`src/rtl/intr_ctrl.sv`:
```
// -----------------------------------------------------------------------------
// intr_ctrl
//   Interrupt controller sitting between the MotherBoard interrupt lines and
//   core0. Each raw line is synchronised, rising-edge detected and latched as
//   pending. Pending bits are filtered by a software mask. The lowest-index
//   eligible source is handed to the core, one at a time, through a
//   req/ack/eret handshake.
//
// Ports
//   clk            system clock, rising edge
//   reset          synchronous, active-high
//   i_interruption raw asynchronous interrupt lines (level, active-high)
//   i_reg_addr     MMIO word select: 0 PENDING (W1C), 1 MASK (RW), 2 STATUS (RO)
//   i_reg_we       MMIO write strobe
//   i_reg_wdata    MMIO write data
//   o_reg_rdata    MMIO read data, combinational from i_reg_addr
//   o_irq          registered interrupt request to the core
//   o_irq_cause    source index of the latched request
//   i_irq_ack      core has taken the exception (acts only in REQ)
//   i_eret         core returned from the handler (acts only in SERVICE)
// -----------------------------------------------------------------------------
module intr_ctrl #(
    parameter int N_SRC   = 5,
    parameter int SYNC_FF = 2
) (
    input  logic             clk,
    input  logic             reset,
    input  logic [N_SRC-1:0] i_interruption,
    input  logic [1:0]       i_reg_addr,
    input  logic             i_reg_we,
    input  logic [31:0]      i_reg_wdata,
    output logic [31:0]      o_reg_rdata,
    output logic             o_irq,
    output logic [2:0]       o_irq_cause,
    input  logic             i_irq_ack,
    input  logic             i_eret
);

    localparam logic [1:0] ST_IDLE    = 2'd0;
    localparam logic [1:0] ST_REQ     = 2'd1;
    localparam logic [1:0] ST_SERVICE = 2'd2;

    // After reset the synchroniser refills from zero, so a line that is
    // already high would look like a fresh rising edge. Edge capture stays
    // suppressed until the chain and the delay flop hold real samples, which
    // means a line held high across reset must go low before it re-arms.
    localparam int              SETTLE     = SYNC_FF + 1;
    localparam int              CW         = $clog2(SETTLE + 1);
    localparam logic [CW-1:0]   SETTLE_CNT = CW'(SETTLE);

    logic [SYNC_FF-1:0][N_SRC-1:0] sync_reg;
    logic [N_SRC-1:0]              delayed_reg;
    logic [N_SRC-1:0]              edge_reg;
    logic [CW-1:0]                 settle_reg;
    logic                          settling;

    logic [N_SRC-1:0] pending_reg;
    logic [N_SRC-1:0] pending_next;
    logic [N_SRC-1:0] mask_reg;
    logic [N_SRC-1:0] eligible;
    logic [N_SRC-1:0] w1c;
    logic [N_SRC-1:0] cause_sel;
    logic [N_SRC-1:0] ack_clr;

    logic [1:0] state_reg;
    logic [2:0] cause_reg;
    logic [2:0] winner;
    logic       irq_reg;
    logic       ack_take;
    logic       w1c_hit;

    logic unused_wdata;
    assign unused_wdata = ^i_reg_wdata[31:N_SRC];

    assign settling = (settle_reg != SETTLE_CNT);

    // Input path: synchroniser, one delay flop, registered rising edge.
    always_ff @(posedge clk) begin
        if (reset) begin
            sync_reg    <= '0;
            delayed_reg <= '0;
            edge_reg    <= '0;
            settle_reg  <= '0;
        end else begin
            sync_reg    <= {sync_reg[SYNC_FF-2:0], i_interruption};
            delayed_reg <= sync_reg[SYNC_FF-1];
            edge_reg    <= settling ? '0 : (sync_reg[SYNC_FF-1] & ~delayed_reg);
            if (settling) begin
                settle_reg <= settle_reg + CW'(1);
            end
        end
    end

    assign w1c      = (i_reg_we && i_reg_addr == 2'd0) ? i_reg_wdata[N_SRC-1:0] : '0;
    assign ack_take = (state_reg == ST_REQ) && i_irq_ack;
    assign eligible = pending_reg & mask_reg;
    assign w1c_hit  = |(w1c & cause_sel);

    // Per-source pending update; a new edge wins over any clear in the same cycle.
    generate
        for (genvar gi = 0; gi < N_SRC; gi++) begin : g_src
            assign cause_sel[gi]    = (cause_reg == 3'(gi));
            assign ack_clr[gi]      = ack_take & cause_sel[gi];
            assign pending_next[gi] = edge_reg[gi] |
                                      (pending_reg[gi] & ~w1c[gi] & ~ack_clr[gi]);
        end
    endgenerate

    // Fixed priority: bit 0 highest.
    always_comb begin
        winner = '0;
        for (int i = N_SRC - 1; i >= 0; i--) begin
            if (eligible[i]) begin
                winner = 3'(i);
            end
        end
    end

    always_ff @(posedge clk) begin
        if (reset) begin
            pending_reg <= '0;
            mask_reg    <= '0;
        end else begin
            pending_reg <= pending_next;
            if (i_reg_we && i_reg_addr == 2'd1) begin
                mask_reg <= i_reg_wdata[N_SRC-1:0];
            end
        end
    end

    // Handshake FSM. The cause is latched on entry to REQ and held until the
    // next request so the core and STATUS see a stable value.
    always_ff @(posedge clk) begin
        if (reset) begin
            state_reg <= ST_IDLE;
            cause_reg <= '0;
            irq_reg   <= 1'b0;
        end else begin
            case (state_reg)
                ST_IDLE: begin
                    if (|eligible) begin
                        state_reg <= ST_REQ;
                        cause_reg <= winner;
                        irq_reg   <= 1'b1;
                    end
                end
                ST_REQ: begin
                    // An ack in the same cycle as a W1C of the cause wins.
                    if (i_irq_ack) begin
                        state_reg <= ST_SERVICE;
                        irq_reg   <= 1'b0;
                    end else if (w1c_hit) begin
                        state_reg <= ST_IDLE;
                        irq_reg   <= 1'b0;
                    end
                end
                ST_SERVICE: begin
                    if (i_eret) begin
                        state_reg <= ST_IDLE;
                    end
                end
                default: begin
                    state_reg <= ST_IDLE;
                    irq_reg   <= 1'b0;
                end
            endcase
        end
    end

    always_comb begin
        o_reg_rdata = '0;
        case (i_reg_addr)
            2'd0: o_reg_rdata[N_SRC-1:0] = pending_reg;
            2'd1: o_reg_rdata[N_SRC-1:0] = mask_reg;
            2'd2: begin
                o_reg_rdata[1:0] = state_reg;
                o_reg_rdata[6:4] = cause_reg;
            end
            default: o_reg_rdata = '0;
        endcase
    end

    assign o_irq       = irq_reg;
    assign o_irq_cause = cause_reg;

endmodule
```
`config.mk`:
```
export PLATFORM = sky130hd
export DESIGN_NAME = intr_ctrl
export DESIGN_NICKNAME = d
export VERILOG_FILES = /design/src/rtl/intr_ctrl.sv
export SDC_FILE = /design/constraint.sdc
export NUM_CORES = 1
export LEC_CHECK = 0
export CAP_MARGIN = 5
export CORE_AREA = 2 2 80 82
export CTS_CLUSTER_SIZE = 14
export DETAILED_ROUTE_END_ITERATION = 10
export DIE_AREA = 0 0 82 84
export PLACE_DENSITY = 0.68
export SLEW_MARGIN = 20
export SYNTH_ARGS = -nofsm -noshare
export SYNTH_HDL_FRONTEND = slang
export SYNTH_SLANG_ARGS = --single-unit
```
`constraint.sdc`:
```
create_clock -name clk -period 1.1 [get_ports clk]
set_input_delay 0.11 -clock clk [delete_from_list [all_inputs] [get_ports clk]]
set_output_delay 0.11 -clock clk [all_outputs]
set_load 0.01 [all_outputs]
```
==> results by group, run 1 <==
Run status
  – Status: finished with violations
  – Failing checks: negative setup slack

Route
  – Average via count per standard cell: 4.359
  – DRT iter0 DRCs: 48
  – First-pass DRT Iterations: 4
  – Post-Route WL: 3840 um
  – WL/cell: 11.78 um
  – Post-DRT Antenna Nets: 0
  – # DRC: 0
  – Vias: 1421

Yosys
  – Ys async rst share: 0
  – Post-Syn Area: 1768 um2
  – FF+latch count, synth: 38
  – Seq/Total Area, Yosys: 0.4303
  – Synthesized instance count: 183
  – YS warnings: 0
  – Synth Flop Type: dfxtp_1
  – Mapped Avg Cell Area: 9.661 um2
  – Post-synth EDFFs: 0
  – Count of cell types in the netlist: 40

CTS
  – CTS buffer count: 5
  – Clock transition at the registers of the reported paths: 70 ps
  – Sink Count: 38
  – CTS Buffer Depth: 2
  – Cts hold-fix bufs: 0
  – CTS Root Cell: clkbuf_8
  – H-tree depth: 2
  – Clock Latency Late Sink: 280 ps
  – CTS tree: yes

Power and ir drop
  – P_sw: 0.6431 mW
  – Sw frac: 0.2171
  – LEAKAGE: 1.138 nW
  – Int Power: 2.319 mW
  – Maximum vdd drop: between 0.8 and 0.9 mV
  – Combinational fraction of design power: 0.113
  – P per Cell Area: 1161 nW/um2
  – Reg power frac: 0.486
  – Clk pwr share: 0.401

Setup path
  – Reg2Reg Setup Slack: -150 ps
  – Crit end category: register
  – Crit Path Max Fanout: 3
  – Crit path cell chain: buf_6 -> buf_6 -> mux2i_1 -> o21a_1 -> o2111ai_2 -> a21oi_1
  – R2R Path Start: o_irq_cause[2]
  – Worst r2r path cells: 6
  – Largest stage delay, worst path: between 300 and 400 ps
  – Worst Setup Start Kind: register
  – Top cell by count, worst path: buf_6
  – Reg2Reg Capture Point: state_reg[0]
  – Req. time, crit path: 1270 ps
  – Critical path data arrival time: between 1000 and 1500 ps
  – Slowest CP cell: dfxtp_4
  – Crit Path Category: reg2reg
  – Start point of the critical path: o_irq_cause[2]
  – CP endpoint: state_reg[0]

Run
  – Max Cap Viol: 0

Place
  – Placer congestion estimate: 0.8114
  – HPWL after DPL: 2773 um
  – PortBufs: 27
  – Dpl ws: -695.6 ps

Global route
  – Initial antenna violation count: 0
  – First-pass GRT wire length: 5954 um
  – Largest net degree at the start of global routing: 20
  – Total track usage: 0.1122
  – Overflow after GRT: 0
  – Vias in the first global route: 1335

Floorplanning
  – Die width: 82 um
  – Die Y-Extent: 84 um
  – Core area: 6096 um2
  – IO Count: 80
  – Die Area: between 6000 and 7000 um2
  – Row cnt: 29
  – Initial Util: 0.2900

STA
  – Sum Neg Setup Slack: -1193 ps
  – Endpoints failing setup: 12
  – Clk_skew: ~2.5 ps
  – Final min period: 1252 ps
  – Hold slack: ~370 ps
  – Final Slew Violations: 0
  – Highest clock rate: 0.7985 GHz
  – Final Hold Vio Count: 0
  – Setup ws final: -152.4 ps
  – Tcrit/Tclk final: 1.139
  – RSZ-0062 raised after global routing: true

Layout
  – Fillers: 604
  – Inserted Diodes: 0
  – Share of layout cells above drive strength 1: 0.3775
  – # nets final: 294
  – Area growth syn-to-layout: 44.30%
  – Most frequent cells in the layout: 31 x buf_4, 25 x conb_1, 24 x dfxtp_1, 18 x nor2_1, 15 x nor2b_1
  – Most common cell after layout, fill and taps aside: buf_4
  – Max reg flops: 10

Hold path
  – Hold Path Class: in2reg
[layer usage]
layer  GRT usage  wire length, um  up-vias
met5           0                0        -
li1            -                -      706
met2      0.1877             1879       51
met3     0.03247              226        6
met4     0.04242               56        0
met1      0.1328             1678      658
[synth_stat cells, drive strengths merged, types with 2 or more instances]
library cell / count / area (um2)
and2: 2 / 12.51
a21oi: 6 / 30.03
mux2i: 12 / 120.1
a22oi: 3 / 32.53
nor3b: 4 / 41.29
nor2: 18 / 67.56
buf: 32 / 232.7
nor2b: 18 / 112.6
nand2: 11 / 41.29
dfxtp: 38 / 760.7
a31oi: 5 / 31.28
nand3: 2 / 10.01
o21ai: 4 / 20.02
nand3b: 4 / 33.78
and3b: 5 / 43.79
[through the flow]
step	utilization	total power [mW]	instance area [um2]	instances
floorplan	-	1.704	1887	207
global placement	0.3732	1.791	2275	312
detailed placement	0.3732	1.799	2275	312
CTS	0.4052	2.977	2470	322
global route	0.4185	3.086	2551	326
finish	0.4185	2.962	2551	326
[kinds of logic (layout without fill, tap and decap cells)]
group	Yosys count	after routing	synth area share
AO/OA/AOI/OAI	27	27	0.1175
XOR/XNOR	1	1	0.004955
adder cells (fa/ha/maj)	1	1	0.007076
buffers and inverters	33	75	0.1345
flip-flops	38	38	0.4303
multiplexers	13	13	0.07431
other	1	25	0.002121
AND/OR/NAND/NOR	69	69	0.2293
[critical path: cells and delay by family, from the launching register on]
family	cells	cell delay (ps)
flip-flops	1	340
AO/OA/AOI/OAI	3	450
multiplexers	1	110
buffers and inverters	2	230
[area by class of cell]
| type | instances | area (um2) | share of cell area |
|---|---|---|---|
| Multi-Input combinational cell | 136 | 947.2 | 0.3713 |
| Sequential cell | 38 | 783.3 | 0.3070 |
| Timing Repair Buffer | 68 | 611.8 | 0.2398 |
| Tap cell | 77 | 96.34 | 0.03776 |
| Clock buffer | 6 | 82.58 | 0.03237 |
| Clock inverter | 1 | 30.03 | 0.01177 |
[how the worst min path moves through the flow]
stage	startpoint	end	depth (start not counted)
after CTS	i_interruption[2]	sync_reg[2]	2
final	i_interruption[3]	sync_reg[3]	2
after floorplan	reset	delayed_reg[0]	1
after detailed placement	edge_reg[1]	pending_reg[1]	2
after global routing	i_interruption[1]	sync_reg[1]	2
after global placement	sync_reg[3]	sync_reg[8]	1
[power groups by stage]
stage | Combinational [mW] | Sequential [mW] | Clock [mW]
after floorplan | 0.232 | 1.47 | 0
after CTS | 0.331 | 1.44 | 1.21
after detailed placement | 0.324 | 1.47 | 0
after global placement | 0.317 | 1.47 | 0
final | 0.334 | 1.44 | 1.19
after global routing | 0.370 | 1.44 | 1.27
[what timing repair did]
| action | 4_1_cts | 5_1_grt |
|---|---|---|
| buffers inserted | 3 | 4 |
| pin swaps | 17 | 13 |
| endpoints found under the setup margin | 26 | 20 |
| gates resized for setup | 71 | 16 |
Power figures use the tool's default switching activity.
==> run 2: changes to the inputs <==
==> config.mk (replaced) <==
export PLATFORM = sky130hd
export DESIGN_NAME = intr_ctrl
export DESIGN_NICKNAME = d
export VERILOG_FILES = /design/src/rtl/intr_ctrl.sv
export SDC_FILE = /design/constraint.sdc
export NUM_CORES = 1
export LEC_CHECK = 0
export ABC_AREA = 1
export CAP_MARGIN = 5
export CORE_AREA = 2 2 78 80
export CTS_CLUSTER_SIZE = 10
export DETAILED_ROUTE_END_ITERATION = 10
export DIE_AREA = 0 0 80 82
export PLACE_DENSITY = 0.69
export SLEW_MARGIN = 20
export SYNTH_ARGS = -nofsm -noshare
export SYNTH_HDL_FRONTEND = slang
export SYNTH_SLANG_ARGS = --single-unit
==> results by group, run 2 <==
Run status
  – Status: finished with violations
  – Failing checks: negative setup slack

Setup path
  – Largest stage delay, worst path: 330 ps
  – CP endpoint: o_irq
  – Reg2Reg Setup Slack: -100 ps
  – Start point of the critical path: mask_reg[3]
  – Worst Setup Start Kind: register
  – Req. time, crit path: approximately 1300 ps
  – Crit Path Category: reg2reg
  – Reg2Reg Capture Point: o_irq
  – Slowest CP cell: dfxtp_2
  – Crit end category: register
  – Buffers and inverters on the worst path: 1
  – Crit Path Max Fanout: 2
  – Crit path cell chain: buf_4 -> nand2_2 -> nand2_2 -> nor3_2 -> o21ai_1 -> nand2_1 -> nand2_1 -> a21oi_2
  – Worst r2r path cells: 8
  – CP Depth: 8
  – R2R Path Start: mask_reg[3]
  – Crit path max-delay family: simple AND/OR/NAND/NOR gates
  – Critical path data arrival time: 1440 ps

Yosys
  – Synth top area share: 0.4527
  – Mapped Avg Cell Area: 7.638 um2
  – Post-synth EDFFs: 0
  – Seq/Total Area, Yosys: 0.4527
  – Post-Synth XOR/XNOR Area: 0
  – YS warnings: 0
  – Count leader, synth: dfxtp_1
  – Largest family of logic cells by synthesized area: simple AND/OR/NAND/NOR gates
  – Yosys top cell by area: dfxtp_1
  – FF+latch count, synth: 38
  – Dominant cells by area after synthesis: dfxtp_1 45%, buf_4 11%, inv_1 8.3%
  – Count of cell types in the netlist: 23
  – Post-Syn Area: approximately 1700 um2
  – Simple-gate share of the synthesized area: 0.2077
  – Ys async rst share: 0
  – Synth Flop Type: dfxtp_1
  – Synthesized instance count: between 200 and 250
  – Post-synthesis compound-gate area fraction: 0.1258
  – Multiplexer area fraction after synthesis: 0
  – Top cells by count, synth: 38 x dfxtp_1, 37 x inv_1, 31 x nor2_1
  – Post-Synth Adder-Cell Area: 0.007446

CTS
  – CTS tree: yes
  – CTS Buffer Depth: 2
  – Clock Latency Late Sink: 300 ps
  – CTS buffer count: 5
  – H-tree depth: 2
  – Cts hold-fix bufs: 0
  – Sink Count: 38
  – Clock transition at the registers of the reported paths: 80 ps
  – CTS Root Cell: clkbuf_8

STA
  – Hold slack: 243.8 ps
  – Endpoints failing setup: 11
  – Clk_skew: 7.471 ps
  – RSZ-0062 raised after global routing: true
  – Setup ws final: -102.9 ps
  – Final Slew Violations: 0
  – Highest clock rate: 0.8314 GHz
  – Final Hold Vio Count: 0
  – Tcrit/Tclk final: 1.094
  – Final min period: 1203 ps

Route
  – WL/cell: 10.65 um
  – DRT iter0 DRCs: slightly above 80
  – Max Used Layer: met4
  – Post-Route WL: 3822 um
  – # DRC: 0
  – Vias: 1509
  – First-pass DRT Iterations: 4
  – Average via count per standard cell: 4.203
  – Post-DRT Antenna Nets: 0
  – Met3 wire length: 224 um
  – WL met2: 1838 um
  – WL met1: about 1600 um

Floorplanning
  – Initial Util: 0.2925
  – IO Count: 80
  – Die Area: 6560 um2
  – Core area: about 5700 um2
  – Row cnt: 28
  – Die width: 80 um
  – Die Y-Extent: 82 um

Global route
  – Overflow after GRT: 0
  – Total track usage: 0.1185
  – Largest net degree at the start of global routing: 27
  – First-pass GRT wire length: between 5000 and 6000 um
  – Vias in the first global route: approximately 1.3k
  – Initial antenna violation count: 0

Layout
  – # nets final: around 330
  – Area growth syn-to-layout: 46.76%
  – Most common cell after layout, fill and taps aside: inv_1
  – Final core utilization: 0.4292
  – Most frequent cells in the layout: 27 x inv_1, 25 x conb_1, 24 x dfxtp_1, 24 x buf_4, 23 x nor2_1
  – Final instance count without filler cells: roughly 360
  – Inserted Diodes: 0
  – Max reg flops: 10
  – Fillers: 579
  – Share of layout cells above drive strength 1: 0.3803

Place
  – Dpl ws: -719.5 ps
  – PortBufs: 27
  – Placed cells: around 350
  – HPWL after DPL: 2754 um
  – Placer congestion estimate: 0.8912

Power and ir drop
  – Maximum vdd drop: 0.6588 mV
  – P per Cell Area: 1301 nW/um2
  – LEAKAGE: approximately 1.1 nW
  – Pwr Total: 3.209 mW

Hold path
  – Hold Path Class: in2reg

Run
  – Max Cap Viol: 0
run 2: changes by cell type after synthesis, moves of 7 or more:
cell	delta
mux2i_1	-12
nor3_1	+7
nor2_1	+13
nand3_1	+13
inv_1	+37
nand2_1	+10
nor2b_1	-18
a21oi_1	+10
run 2: worst min path at each step:
stage	startpoint	end	slack (ps)	cells after the start
after CTS	i_interruption[4]	sync_reg[4]	310	3
after floorplan	i_interruption[0]	sync_reg[0]	220	2
after detailed placement	delayed_reg[1]	edge_reg[1]	380	1
final	i_reg_we	mask_reg[1]	240	3
after global placement	delayed_reg[1]	edge_reg[1]	380	1
after global routing	i_reg_we	mask_reg[1]	300	3
run 2: logic make-up after synthesis:
logic type               Yosys count
buffers and inverters             66
adder cells (fa/ha/maj)            1
AO/OA/AOI/OAI                     36
flip-flops                        38
AND/OR/NAND/NOR                   78
other                              1
run 2: through the flow:
stage | setup TNS, ps | cell area [um2]
after floorplan | 0 | 1770
after global placement | -9160 | 2165
after CTS | -597.7 | 2357
final | -571.2 | 2466
after global routing | -1413 | 2466
after detailed placement | -9538 | 2165
run 2: cell type report:
class / instances / area (um2) / area share
clock inverter: 2 / 60.06 / 0.02435
timing repair buffer: 60 / 508.0 / 0.2060
inverter: 38 / 147.6 / 0.05987
tap: 75 / 93.84 / 0.03805
clock buffer: 6 / 82.58 / 0.03349
sequential: 38 / 780.7 / 0.3166
multi-input combinational: 140 / 793.3 / 0.3217
run 2: layer usage:
| layer | GRT usage | up-vias |
|---|---|---|
| met5 | 0 | - |
| met4 | 0.07119 | 0 |
| met3 | 0.02747 | 11 |
| met2 | 0.1942 | 52 |
| met1 | 0.1413 | 673 |
| li1 | - | 773 |
run 2: power breakdown:
part / leakage [nW] / switching (mW) / internal [mW]
logic: 0.696 / 0.163 / 0.130
clock network: 0.0714 / 0.503 / 0.967
registers: 0.317 / 0.0231 / 1.42
total: 1.08 / 0.689 / 2.52
run 2: repair_timing:
| item | CTS | global route |
|---|---|---|
| setup endpoints to repair | 25 | 24 |
| pin swaps | 11 | 21 |
| setup buffers | 2 | 2 |
| resized for setup | 70 | 46 |
run 2: worst reg2reg max path: cells and delay by family (launching register included):
| kind | cells | cell delay, ps |
|---|---|---|
| AO/OA/AOI/OAI | 2 | 220 |
| buffers and inverters | 1 | 130 |
| flip-flops | 1 | 330 |
| AND/OR/NAND/NOR | 5 | 460 |
==> RTL edit 1 (config.mk and constraints of run 1) <==
Add an input register stage for `i_irq_ack`; this delays it by one clock. The other inputs are not delayed to match.
--- a/src/rtl/intr_ctrl.sv
+++ b/src/rtl/intr_ctrl.sv
@@ -50,2 +50,8 @@
 
+    logic i_irq_ack_q;
+
+    always_ff @(posedge clk) begin
+        i_irq_ack_q <= i_irq_ack;
+    end
+
     logic [SYNC_FF-1:0][N_SRC-1:0] sync_reg;
@@ -94,3 +100,3 @@
     assign w1c      = (i_reg_we && i_reg_addr == 2'd0) ? i_reg_wdata[N_SRC-1:0] : '0;
-    assign ack_take = (state_reg == ST_REQ) && i_irq_ack;
+    assign ack_take = (state_reg == ST_REQ) && i_irq_ack_q;
     assign eligible = pending_reg & mask_reg;
@@ -148,3 +154,3 @@
                     // An ack in the same cycle as a W1C of the cause wins.
-                    if (i_irq_ack) begin
+                    if (i_irq_ack_q) begin
                         state_reg <= ST_SERVICE;
Formal check against the unedited RTL: not equivalent (a bounded check fails within 10 cycles, from zero or initial values and one cycle with reset high).
==> RTL edit 1 against run 1 <==
The run still ends with setup timing left; cell area fell by 1.8%; largest cell class unchanged; sequential cell count rose by 1; worst setup slack improved by 19 ps; area after synthesis rose by 0.85%; total power fell by 6.2%; critical endpoint is now pending_reg[3]; clock skew rose by 4.4 ps; routed wire length fell by 0.70%; highest routed layer unchanged; die area did not move.
==> RTL edit 1: results (changes against run 1) <==
[power]
power-top-group = registers  ; unchanged
leakagePower_nw = 1.12  ; was 1.14 nW
power.net_switching_mw = 0.651  ; was 0.643 mW
comb_power_mw = 0.335  ; was 0.334 mW
p_int_mw = 2.13  ; was 2.32 mW
ir_worst_vdd_v = 0.000583  ; was 0.000878 V
pwr-share-clk_pct = 34.7  ; was 40.1%

[yosys]
synth_common_cells = dfxtp_1, buf_4, nor2_1  ; was dfxtp_1, buf_4, nor2_1, nor2b_1, mux2i_1
synthAdderAreaFrac_pct = 0.702  ; was 0.708%
synth_xor_xnor_area_share_pct = 0.491  ; was 0.495%
muxShareOfSynthArea_pct = 6.46  ; was 7.43%
synthTopCellsByArea = dfxtp_1, buf_4, mux2i_1, nor2b_1, nor2_1  ; unchanged
synth-compound-area-share_pct = 11.9  ; was 11.7%
ys_warn_count = 0  ; unchanged
synthCells = 185  ; was 183
seq_area_frac_synth_pct = 43.8  ; was 43.0%
yosys_most_used_dff = dfxtp_1  ; unchanged

[placed_design]
gp_congestion = 0.804  ; was 0.811
dp_hpwl_mm = 2.71  ; was 2.77 mm
placed_area_um2 = 2280  ; was 2270 µm²
pre_cts_ws_ps = -666  ; was -696 ps
dp.cells = 315  ; was 312

[grt]
grt_pass1_vias = 1322  ; was 1335
use_met1_pct = 13.7  ; was 13.3%
grt_util_met3_pct = 4.87  ; was 3.25%
grt_max_degree = 15  ; was 20
grt_first_pass_wirelength_mm = 6.13  ; was 5.95 mm
met2_usage_pct = 19.3  ; was 18.8%
track_usage_pct = 11.7  ; was 11.2%

[detailed_routing]
wl_met3_um = 247  ; was 226 µm
first_pass_iters = 4  ; unchanged
top_layer = met4  ; unchanged
post_drt_wl_per_cell_um = 11.6  ; was 11.8 µm
dr_total_vias = 1422  ; was 1421
wl_met2_mm = 1.92  ; was 1.88 mm
vias_per_cell = 4.32  ; was 4.36
m1WireLength_mm = 1.60  ; was 1.68 mm
drtIter0Drc = 77  ; was 48

[timing]
setup_viol = 13  ; was 12
fin_skew_ps = 6.92  ; was 2.54 ps
fin_ws_ps = -134  ; was -152 ps
fin_setup_tns_ps = -1000  ; was -1190 ps

[cells_and_area]
largest_register_ff_count = 10  ; unchanged
drive_above_1_share_pct = 37.3  ; was 37.8%
fill_cells = 581  ; was 604
nets = 297  ; was 294

[run_status]
status = finished with violations  ; unchanged
violations = setup timing  ; unchanged

[setup_path]
path_delay_family = flip-flops  ; was compound AO/OA/AOI/OAI gates
cp_max_fo = 4  ; was 3
slowest_delay_ps = 360  ; was 340 ps

[cts]
cts_buffers = 5  ; unchanged

[worst_hold_path]
holdPathStages = 1  ; was 2

## RTL edit 1: changes by cell type after synthesis, moves of 2 or more
cell	before	now
inv_1	0	2
buf_1	2	0
nand2_1	11	13
clkbuf_8	0	3
and2_1	2	0
nor2b_1	18	16
a22oi_1	1	3
mux2i_1	12	10
## RTL edit 1: repair_timing
action,in CTS,in global routing
endpoints found under the setup margin,25,23
pin swaps,15,12
gates resized for setup,73,14
buffers inserted,3,4
## RTL edit 1: worst paths after layout
path / to / slack (ps) / start
worst max-delay path: pending_reg[3] / -130 / state_reg[1]
worst min-delay path: i_irq_ack_q / 270 / i_irq_ack
worst max register to register: pending_reg[3] / -130 / state_reg[1]
worst min register to register: sync_reg[8] / 430 / sync_reg[3]
## RTL edit 1: layout make-up
type,count,area [µm²],area share (%)
multi-input cells,135,905,36.1
flip-flops and latches,39,807,32.2
repair buffers,69,603,24.1
well taps,77,96.3,3.84
clock buffers,6,82.6,3.30
inverters,2,7.51,0.300
clock inverters,1,5.00,0.200
==> RTL edit 2 (flow settings as in run 1) <==
Without the edit above. `N_SRC`: 5 -> 6.
--- a/src/rtl/intr_ctrl.sv
+++ b/src/rtl/intr_ctrl.sv
@@ -22,3 +22,3 @@
 module intr_ctrl #(
-    parameter int N_SRC   = 5,
+    parameter int N_SRC   = 6,
     parameter int SYNC_FF = 2
Interface: changed (resized i_interruption); port bits go from 80 to 81. The function was not compared with the original's and may differ.
==> RTL edit 2 against run 1 <==
The run still ends with setup timing left; fmax down 4.7%; cell area rose by 14%; clock skew increased by 2.6 ps; routed wire length grew 15%; sequential cell count increased by 6; total power is 0.65% lower; sequential share of layout area is 0.70 points higher; area after synthesis up 11%; worst setup slack lost 62 ps; largest cell class unchanged; largest power group unchanged; highest routed layer unchanged.
==> RTL edit 2: results (changes against run 1) <==
[run_status]
status = finished with violations  ; unchanged
violations = setup timing  ; unchanged

[detailed_routing]
routed_wl_mm = 4.41  ; was 3.84 mm
post_drt_wl_per_cell_um = 12.0  ; was 11.8 µm
wl_met3_um = 305  ; was 226 µm
wl_met2_mm = 2.13  ; was 1.88 mm

[placed_design]
placed_area_um2 = 2560  ; was 2270 µm²
numPortBuffers = 29  ; was 27
pre_cts_ws_ps = -592  ; was -696 ps

[timing]
fin_setup_tns_ps = -1680  ; was -1190 ps
fin_ws_ps = -215  ; was -152 ps
fin_skew_ps = 5.10  ; was 2.54 ps
setup_viol = 18  ; was 12

[cts]
post-cts-setup-buffers = 10  ; was 3
post_cts_resized = 85  ; was 71

[yosys]
synth-compound-area-share_pct = 11.7  ; about the same
synth_xor_xnor_area_share_pct = 0.444  ; was 0.495%
seq_area_frac_synth_pct = 44.7  ; was 43.0%
synthAdderAreaFrac_pct = 0.635  ; was 0.708%

[cells_and_area]
fill_cells = 575  ; was 604
largest_register_ff_count = 12  ; was 10

[grt]
grt_first_pass_wirelength_mm = 6.92  ; was 5.95 mm
track_usage_pct = 12.8  ; was 11.2%
use_met1_pct = 16.2  ; was 13.3%
grt_max_degree = 26  ; was 20

[setup_path]
cp.arrival_ps = 1520  ; was 1430 ps

[power]
power.net_switching_mw = 0.685  ; was 0.643 mW
ir_worst_vdd_v = 0.000720  ; was 0.000878 V
leakagePower_nw = 1.33  ; was 1.14 nW

## RTL edit 2: worst paths after layout
kind / startpoint / end / slack, ps / depth (start not counted)
worst max-delay path: o_irq_cause[2] / state_reg[0] / -210 / 4
worst min-delay path: i_interruption[0] / sync_reg[0] / 370 / 2
worst max register to register: o_irq_cause[2] / state_reg[0] / -210 / 4
worst min register to register: sync_reg[2] / sync_reg[8] / 440 / 1
## RTL edit 2: power groups by stage
stage / Clock, mW / Combinational (mW) / Sequential (mW)
detailed placement: 0 / 0.340 / 1.71
global placement: 0 / 0.334 / 1.70
floorplan: 0 / 0.246 / 1.70
CTS: 0.976 / 0.352 / 1.66
finish: 0.927 / 0.355 / 1.66
global route: 1.03 / 0.386 / 1.67
## RTL edit 2: cell type report
cell class                 instances  area share (%)
timing repair buffer              90            27.0
sequential                        44            31.4
clock inverter                     2           0.432
inverter                           1           0.130
multi-input combinational        147            35.4
clock buffer                       5            2.38
tap                               77            3.33
